**src/rtl/udc_pkg.sv**
```systemverilog
// ---------------------------------------------------------------------------
// udc_pkg
//   Shared constants and helpers for the up/down sequence counter.
//   DIR_UP / DIR_DOWN : encoding of the dir input.
//   cnt_max(width)    : all-ones value for a counter of the given width
//                       (widths up to 64 bits).
// ---------------------------------------------------------------------------
package udc_pkg;

  localparam logic DIR_UP   = 1'b0;
  localparam logic DIR_DOWN = 1'b1;

  function automatic logic [63:0] cnt_max(input int unsigned width);
    return (width >= 64) ? '1 : ((64'd1 << width) - 64'd1);
  endfunction

endpackage

```
**src/rtl/udc_step.sv**
```systemverilog
// ---------------------------------------------------------------------------
// udc_step
//   Combinational next-state logic for updown_seq_counter.
//   Priority: load > en > hold.
//   Config macro UDC_SATURATE_EN: when defined the count saturates at
//   0 / max and nxt_wrap is always 0; otherwise it wraps modulo 2^WIDTH.
// Ports
//   cnt      in   WIDTH  current count
//   dir      in   1      0 = up, 1 = down
//   en       in   1      count enable
//   load     in   1      load strobe
//   load_val in   WIDTH  value to load
//   nxt_cnt  out  WIDTH  next count
//   nxt_wrap out  1      next step crosses max->0 or 0->max
// ---------------------------------------------------------------------------
module udc_step
  import udc_pkg::*;
#(
  parameter int unsigned WIDTH = 2
) (
  input  logic [WIDTH-1:0] cnt,
  input  logic             dir,
  input  logic             en,
  input  logic             load,
  input  logic [WIDTH-1:0] load_val,
  output logic [WIDTH-1:0] nxt_cnt,
  output logic             nxt_wrap
);

  localparam logic [WIDTH-1:0] CNT_MAX = WIDTH'(cnt_max(WIDTH));

  always_comb begin
    nxt_cnt  = cnt;
    nxt_wrap = 1'b0;
    if (load) begin
      nxt_cnt = load_val;
    end else if (en) begin
      if (dir == DIR_UP) begin
        if (cnt == CNT_MAX) begin
`ifdef UDC_SATURATE_EN
          nxt_cnt = cnt;
`else
          nxt_cnt  = '0;
          nxt_wrap = 1'b1;
`endif
        end else begin
          nxt_cnt = cnt + WIDTH'(1);
        end
      end else begin
        if (cnt == '0) begin
`ifdef UDC_SATURATE_EN
          nxt_cnt = cnt;
`else
          nxt_cnt  = CNT_MAX;
          nxt_wrap = 1'b1;
`endif
        end else begin
          nxt_cnt = cnt - WIDTH'(1);
        end
      end
    end
  end

endmodule

```
**src/rtl/updown_seq_counter.sv**
```systemverilog
// ---------------------------------------------------------------------------
// updown_seq_counter
//   Parametrised up/down sequence counter with registered match flag and
//   wrap pulse. Config macro UDC_SATURATE_EN (see udc_step) selects
//   saturating instead of modulo counting.
// Parameters
//   WIDTH    counter width (>=1)
//   MATCH    count value at which y is asserted
//   RST_VAL  count value on reset
// Ports
//   clk       in   1      rising-edge clock
//   rst       in   1      asynchronous active-high reset
//   en        in   1      count enable
//   dir       in   1      0 = up, 1 = down
//   load      in   1      synchronous load strobe
//   load_val  in   WIDTH  load value
//   cnt       out  WIDTH  registered count
//   y         out  1      registered, high while cnt == MATCH
//   wrap      out  1      registered, one-cycle pulse after a wrapping step
// ---------------------------------------------------------------------------
module updown_seq_counter #(
  parameter int unsigned      WIDTH   = 2,
  parameter logic [WIDTH-1:0] MATCH   = '1,
  parameter logic [WIDTH-1:0] RST_VAL = '0
) (
  input  logic             clk,
  input  logic             rst,
  input  logic             en,
  input  logic             dir,
  input  logic             load,
  input  logic [WIDTH-1:0] load_val,
  output logic [WIDTH-1:0] cnt,
  output logic             y,
  output logic             wrap
);

  logic [WIDTH-1:0] nxt_cnt;
  logic             nxt_wrap;

  udc_step #(.WIDTH(WIDTH)) u_step (
    .cnt      (cnt),
    .dir      (dir),
    .en       (en),
    .load     (load),
    .load_val (load_val),
    .nxt_cnt  (nxt_cnt),
    .nxt_wrap (nxt_wrap)
  );

  // y compares the next count so it lines up with cnt in the same cycle.
  always_ff @(posedge clk or posedge rst) begin
    if (rst) begin
      cnt  <= RST_VAL;
      y    <= (RST_VAL == MATCH);
      wrap <= 1'b0;
    end else begin
      cnt  <= nxt_cnt;
      y    <= (nxt_cnt == MATCH);
      wrap <= nxt_wrap;
    end
  end

endmodule

```
**config.mk**
```make
export PLATFORM = sky130hd
export DESIGN_NAME = updown_seq_counter
export DESIGN_NICKNAME = d
export VERILOG_FILES = /design/src/rtl/udc_pkg.sv /design/src/rtl/udc_step.sv /design/src/rtl/updown_seq_counter.sv
export SDC_FILE = /design/constraint.sdc
export NUM_CORES = 1
export LEC_CHECK = 0
export CORE_AREA = 3 3 40 42
export DETAILED_ROUTE_END_ITERATION = 10
export DIE_AREA = 0 0 43 45
export MAX_ROUTING_LAYER = met4
export PLACE_DENSITY = 0.51
export SLEW_MARGIN = 20
export SYNTH_ARGS = -nofsm -noshare
export SYNTH_HDL_FRONTEND = slang
export SYNTH_SLANG_ARGS = --single-unit
```
**constraint.sdc**
```tcl
create_clock -name clk -period 1.7 [get_ports clk]
set_input_delay 0.34 -clock clk [delete_from_list [all_inputs] [get_ports clk]]
set_output_delay 0.34 -clock clk [all_outputs]
set_load 0.01 [all_outputs]
```
==> impl_metrics.xml, run 1 <==
<?xml version="1.0" encoding="UTF-8"?>
<metrics>
  <group name="global_route">
    <metric name="grt_overflow" unit="">0</metric>
    <metric name="grt_pass1_vias" unit="">217</metric>
    <metric name="first_pass_grt_wire_length" unit="um">890</metric>
    <metric name="antenna_found_initial" unit="">0</metric>
    <metric name="global_route_usage_over_all_layers" unit="%">6.89</metric>
    <metric name="grt_max_degree" unit="">7</metric>
  </group>
  <group name="sta">
    <metric name="finalSetupViolCount" unit="">0</metric>
    <metric name="worstMarginPinSlew" unit="ns">0.329</metric>
    <metric name="final-hold-violation-count" unit="">0</metric>
    <metric name="hold_ws" unit="ns">0.295</metric>
    <metric name="final.setup.worst_slack" unit="ns">0.138</metric>
    <metric name="timing.fmax" unit="MHz">640</metric>
    <metric name="finClkSkew" unit="ns">0.00373</metric>
    <metric name="final.setup.tns" unit="ns">0</metric>
    <metric name="timing.final.crit_period" unit="ns">1.56</metric>
    <metric name="post-route-period-util" unit="%">91.9</metric>
    <metric name="drv_slew" unit="">0</metric>
    <metric name="slew-limit-headroom" unit="%">77.9</metric>
    <metric name="unrepaired_setup_endpoints_after_global_routing" unit="">false</metric>
  </group>
  <group name="critical_path">
    <metric name="timing.critical_path.slowest_stage_cell" unit="">sky130_fd_sc_hd__clkdlybuf4s50_1</metric>
    <metric name="critical_path_buf_inv_count" unit="">1</metric>
    <metric name="r2r_cells" unit="">5</metric>
    <metric name="critical_path_cell_count" unit="">1</metric>
    <metric name="cp_max_fo" unit="">6</metric>
    <metric name="timing.critical_path.to_type" unit="">primary output</metric>
    <metric name="setup.worst_path.start_class" unit="">flip-flop</metric>
    <metric name="setup.worst_path.class" unit="">flip-flop to primary output</metric>
    <metric name="critPathRequiredTime" unit="ns">1.36</metric>
    <metric name="slowest_delay" unit="ns">0.57</metric>
    <metric name="worst_ep_arrival_time" unit="ns">1.22</metric>
    <metric name="crit_path_cell_trace" unit="">clkdlybuf4s50_1</metric>
    <metric name="critPathTopFamily" unit="">buffers and inverters</metric>
  </group>
  <group name="placement">
    <metric name="place.detailed.hpwl" unit="um">417</metric>
    <metric name="place_inst" unit="">49</metric>
    <metric name="post_dp_cell_area" unit="um2">363</metric>
    <metric name="dpl_worst_slack" unit="ns">0.120</metric>
    <metric name="routabilityCongestion" unit="">0.699</metric>
    <metric name="port_buffers" unit="">10</metric>
  </group>
  <group name="yosys">
    <metric name="postSynthNetCount" unit="">33</metric>
    <metric name="mappedNetlistArea" unit="um2">244</metric>
    <metric name="synth_xor_area_share" unit="%">3.59</metric>
    <metric name="portion_of_netlist_area_occupied_by_mux_cells" unit="%">4.10</metric>
    <metric name="basic_gate_share_of_the_synthesized_area_counting_and_or_nand_and_nor_cells" unit="%">25.6</metric>
    <metric name="synth_top_cell_by_area" unit="">sky130_fd_sc_hd__dfrtp_1</metric>
    <metric name="synth-seq-cells" unit="">4</metric>
    <metric name="netlist_instances" unit="">24</metric>
    <metric name="synth.top_cell.area_share" unit="%">41.0</metric>
    <metric name="synth.area.top_cells" unit="">sky130_fd_sc_hd__dfrtp_1 (41%), sky130_fd_sc_hd__ha_1 (10%), sky130_fd_sc_hd__a221oi_2 (6.2%), sky130_fd_sc_hd__inv_1 (6.2%), sky130_fd_sc_hd__nand2b_1 (5.1%)</metric>
    <metric name="seq_area_frac_synth" unit="%">41.0</metric>
    <metric name="yosys.area_share.adder" unit="%">10.3</metric>
    <metric name="post_synth.cell_area_avg" unit="um2">10.2</metric>
    <metric name="synth_top_family_by_area" unit="">simple AND/OR/NAND/NOR gates</metric>
    <metric name="yosysUniqueCellTypes" unit="">13</metric>
    <metric name="ys.warnings.count" unit="">0</metric>
    <metric name="synth_compound_area_share" unit="%">9.23</metric>
  </group>
  <group name="detailed_routing">
    <metric name="drc" unit="">0</metric>
    <metric name="drt_iter0_drc" unit="">1</metric>
    <metric name="number_of_nets_still_failing_antenna_checks_after_routing" unit="">0</metric>
    <metric name="route.final.wire_length" unit="um">530</metric>
    <metric name="routed_wire_length_per_instance" unit="um">10.2</metric>
    <metric name="dr.pass1.iters" unit="">2</metric>
    <metric name="via_per_inst" unit="">4.08</metric>
    <metric name="vias" unit="">212</metric>
  </group>
  <group name="floorplanning">
    <metric name="start_util" unit="%">19.0</metric>
    <metric name="die_w" unit="um">43</metric>
    <metric name="die-height" unit="um">45</metric>
    <metric name="die-area" unit="um2">1940</metric>
    <metric name="design.portCount" unit="">11</metric>
    <metric name="coreArea" unit="um2">1280</metric>
    <metric name="num_rows" unit="">13</metric>
  </group>
  <group name="cts">
    <metric name="cts_root_buffer" unit="">sky130_fd_sc_hd__clkbuf_4</metric>
    <metric name="cts_max_level" unit="">1</metric>
    <metric name="cts_post_setup_buffers_inserted" unit="">0</metric>
    <metric name="tritoncts_clock_tree" unit="">done</metric>
    <metric name="clock_sinks" unit="">4</metric>
    <metric name="cts.reportedPaths.clkPinSlew" unit="ns">0.04</metric>
    <metric name="ctsLongestPathBuffers" unit="">2</metric>
    <metric name="cts_buffers" unit="">3</metric>
    <metric name="postCtsResizedCells" unit="">0</metric>
    <metric name="clock_latency_on_the_worst_skew_pair" unit="ns">0.23</metric>
    <metric name="cts_hold_repair.buffers" unit="">0</metric>
  </group>
  <group name="pwr">
    <metric name="swShare" unit="%">26.4</metric>
    <metric name="power_frac_comb" unit="%">29.4</metric>
    <metric name="ir_drop" unit="uV">187</metric>
    <metric name="total_leakage_power" unit="nW">0.173</metric>
    <metric name="clk_network_pwr_share" unit="%">34.9</metric>
    <metric name="internal_power_summed_over_all_cells" unit="uW">240</metric>
    <metric name="totalPowerFinal" unit="uW">326</metric>
    <metric name="power_density" unit="nW/um2">847</metric>
    <metric name="p_seq_share" unit="%">35.7</metric>
    <metric name="power.net_switching" unit="uW">86.1</metric>
  </group>
  <group name="outcome">
    <metric name="outcome" unit="">complete, no violations</metric>
  </group>
  <group name="final_layout">
    <metric name="final.fill_count" unit="">137</metric>
    <metric name="syn_to_final_growth" unit="%">57.9</metric>
    <metric name="final_cell_mix" unit="">sky130_fd_sc_hd__clkdlybuf4s50_1 (10), sky130_fd_sc_hd__inv_1 (4), sky130_fd_sc_hd__dfrtp_1 (4), sky130_fd_sc_hd__clkbuf_4 (3)</metric>
    <metric name="layout_commonest_cell" unit="">sky130_fd_sc_hd__clkdlybuf4s50_1</metric>
    <metric name="finalCoreUtilization" unit="%">30.0</metric>
    <metric name="antenna_cells_inserted" unit="">0</metric>
    <metric name="drive_gt1_share" unit="%">13.5</metric>
    <metric name="fin_cells" unit="">52</metric>
    <metric name="nNetsFinal" unit="">48</metric>
    <metric name="finish.instance_area" unit="um2">385</metric>
  </group>
  <group name="flow_run">
    <metric name="maxCapViolations" unit="">0</metric>
  </group>
  <group name="min_path">
    <metric name="hold_class" unit="">input pin to asynchronous set/reset pin</metric>
  </group>
</metrics>
## layout make-up
type	instances	area, um2	area share [%]
inverters	4	15.0	3.90
repair buffers	10	100	26.0
flip-flops and latches	4	100	26.0
clock buffers	3	22.5	5.84
multi-input cells	16	129	33.4
well taps	15	18.8	4.87
## power by group through the flow
stage / clock (mW) / combinational, mW / sequential, mW
after floorplan: 0 / 0.0445 / 0.121
after global placement: 0 / 0.0961 / 0.118
after detailed placement: 0 / 0.0965 / 0.119
after CTS: 0.122 / 0.0975 / 0.117
after global routing: 0.122 / 0.107 / 0.119
final: 0.114 / 0.0959 / 0.117
## synth_stat cells
master                     number
sky130_fd_sc_hd__nand2b_1       2
sky130_fd_sc_hd__inv_1          4
sky130_fd_sc_hd__a221oi_2       1
sky130_fd_sc_hd__nor3_1         2
sky130_fd_sc_hd__mux2i_1        1
sky130_fd_sc_hd__xor2_1         1
sky130_fd_sc_hd__nor2_1         2
sky130_fd_sc_hd__a211oi_1       1
sky130_fd_sc_hd__nor4_2         1
sky130_fd_sc_hd__ha_1           2
sky130_fd_sc_hd__nor2b_1        2
sky130_fd_sc_hd__nor3b_1        1
sky130_fd_sc_hd__dfrtp_1        4
## final timing paths
check / end / slack, ns / start
setup / recovery: cnt[0] / 0.14 / cnt[0]
hold / removal: wrap / 0.29 / rst
setup reg to reg: y / 0.22 / cnt[0]
hold reg to reg: cnt[0] / 0.73 / cnt[0]
max in group asynchronous: y / 1.26 / rst
min in group clk: cnt[0] / 0.73 / cnt[0]
## state kept, by name, summed over array words and instances (netlist names)
signal and count:
cnt 2, wrap 1, y 1
## kinds of logic (layout without fill, tap and decap cells)
logic type	count (synthesis)	after routing
adders and majority gates	2	2
buffers and inverters	4	17
and+or+nand+nor	10	10
AOI/OAI and AO/OA	2	2
muxes	1	1
DFF	4	4
xor gates and xnor gates	1	1
## per-layer routing
metal | track usage, % | part of all wire (%) | vias up | wire length (um)
met5 | - | 0 | - | 0
met4 | 5.42 | 0 | 0 | 0
met3 | 2.39 | 13 | 0 | 71
met2 | 9.88 | 45 | 11 | 237
met1 | 7.80 | 42 | 93 | 220
li1 | - | - | 108 | -
(Power assumes the default switching activity.)
==> run 2: changes to the inputs <==
- SLEW_MARGIN: 20 -> 10
==> results of run 2 <==
No change in the layout: final DEF, timing and power equal those of run 1.
==> RTL edit, RTL diff (flow settings as in run 2) <==
Add a define of `UDC_SATURATE_EN`.
--- a/src/rtl/udc_step.sv
+++ b/src/rtl/udc_step.sv
@@ -15,2 +15,4 @@
 // ---------------------------------------------------------------------------
+`define UDC_SATURATE_EN
+
 module udc_step
Function: changed (a bounded check fails within 4 cycles, from zero or initial values and one cycle with rst high).
==> RTL edit against run 2 <==
Non-clock buffer count down 1. Final area decreased by 21%. Total power is 16% lower. Sequential cell count decreased by 1. Wire length decreased by 20%. Register-to-register slack better by 0.36 ns. Count of clock-buffer cells in the layout is 1 higher. Sequential share of layout area fell by 1.2 points. Largest power group is now the clock network. Setup slack gained 0.024 ns. Synthesized area is 28% lower. Largest cell class is now non-clock buffers. Sequential power fell by 26%. Critical endpoint unchanged.
==> RTL edit: results (changes against run 2) <==
[routing]
ant_nets = 0  ; unchanged
routed_wl_um = 425  ; -20%
via_count = 167  ; -21%
wl_per_cell_um = 9.04  ; -11%
first_iter_violations = 2  ; +1

[cells_and_area]
synthToLayoutAreaGrowth_pct = 72.9
drive_gt1_frac = 0.125  ; -0.0101
nets = 40  ; -17%
reg.largest.list = cnt (2), y (1)
fill_cells = 150  ; +9.5%

[power_and_ir_drop]
switching_share = 0.257  ; -0.00631
total_leakage_power_nw = 0.127  ; -26%

[yosys]
yosys-top-cells-area = dfrtp_1, nor2_1, a211oi_2, and2_1, a32o_1
synthesis.nets = 27  ; -18%
synth_common_cells = nor2_1, dfrtp_1, and2_1, inv_1
seq_area_frac_synth = 0.429  ; +0.0183
syn_inst = 20  ; -17%

[placed_design]
place_inst = 43  ; -12%
gp_congestion = 0.663  ; -5.2%
pre_cts_slack_ns = 0.150  ; +0.0298 ns
placed_area_um2 = 277  ; -24%

[cts]
clk_latency_ns = 0.24

[grt]
grt_pass1_wl_um = 745  ; -16%

[sta]
fin_worst_skew_ns = 0.00194  ; -0.00179 ns

[run_status]
status = finished, final reports clean

[RTL edit: cell count changes in the layout (fill, tap and decap cells not counted), moves of 2 or more]
cell	change
inv_1	-2
nand2b_1	-2
ha_1	-2
nor2b_1	-2
nor2_1	+2
nor3_1	-2
and2_1	+2
[RTL edit: power by group through the flow]
stage	logic, W	registers (W)	clock network [W]
after floorplan	0.0000243	0.0000895	0
after global placement	0.0000596	0.0000871	0
after detailed placement	0.0000599	0.0000871	0
after CTS	0.0000613	0.0000861	0.000139
after global routing	0.0000659	0.0000887	0.000142
final	0.0000600	0.0000861	0.000128
[RTL edit: kinds of logic (layout without fill, tap and decap cells)]
family                 Yosys count  after routing  synth area share
and+or+nand+nor                  8              8             0.236
AOI/OAI and AO/OA                5              5             0.229
other                            1              1            0.0214
DFF                              3              3             0.429
buffers and inverters            3             15            0.0857
[RTL edit: path summary, 6_finish.rpt]
check | from | endpoint | slack [ns] | cells after the start
min reg2reg | cnt[1] | cnt[0] | 0.75 | 2
max reg2reg | cnt[0] | cnt[1] | 0.58 | 4
min | rst | cnt[0] | 0.26 | 2
max in group asynchronous | rst | cnt[1] | 1.31 | 2
min in group clk | cnt[1] | cnt[0] | 0.75 | 2
max | cnt[0] | cnt[0] | 0.16 | 1
[RTL edit: routing by layer]
layer / share of wire / GRT usage / wire (µm) / vias to the layer above
met5: 0 / - / 0 / -
met3: 0.14 / 0.0359 / 58 / 0
li1: - / - / - / 88
met4: 0 / 0.0723 / 0 / 0
met1: 0.41 / 0.0557 / 174 / 69
met2: 0.45 / 0.0838 / 192 / 10
[RTL edit: final cells by class]
class / instances / area share
clock buffer: 4 / 0.0868
inverter: 2 / 0.0248
multi-input combinational: 14 / 0.281
sequential: 3 / 0.248
tap: 15 / 0.0620
timing repair buffer: 9 / 0.298
[RTL edit: through the flow]
stage / hold slack (ns) / power, W
2_1_floorplan: 0.0936 / 0.000114
3_5_place_dp: 0.519 / 0.000147
4_1_cts: 0.259 / 0.000286
5_1_grt: 0.273 / 0.000296
3_3_place_gp: 0.519 / 0.000147
6_report: 0.264 / 0.000274
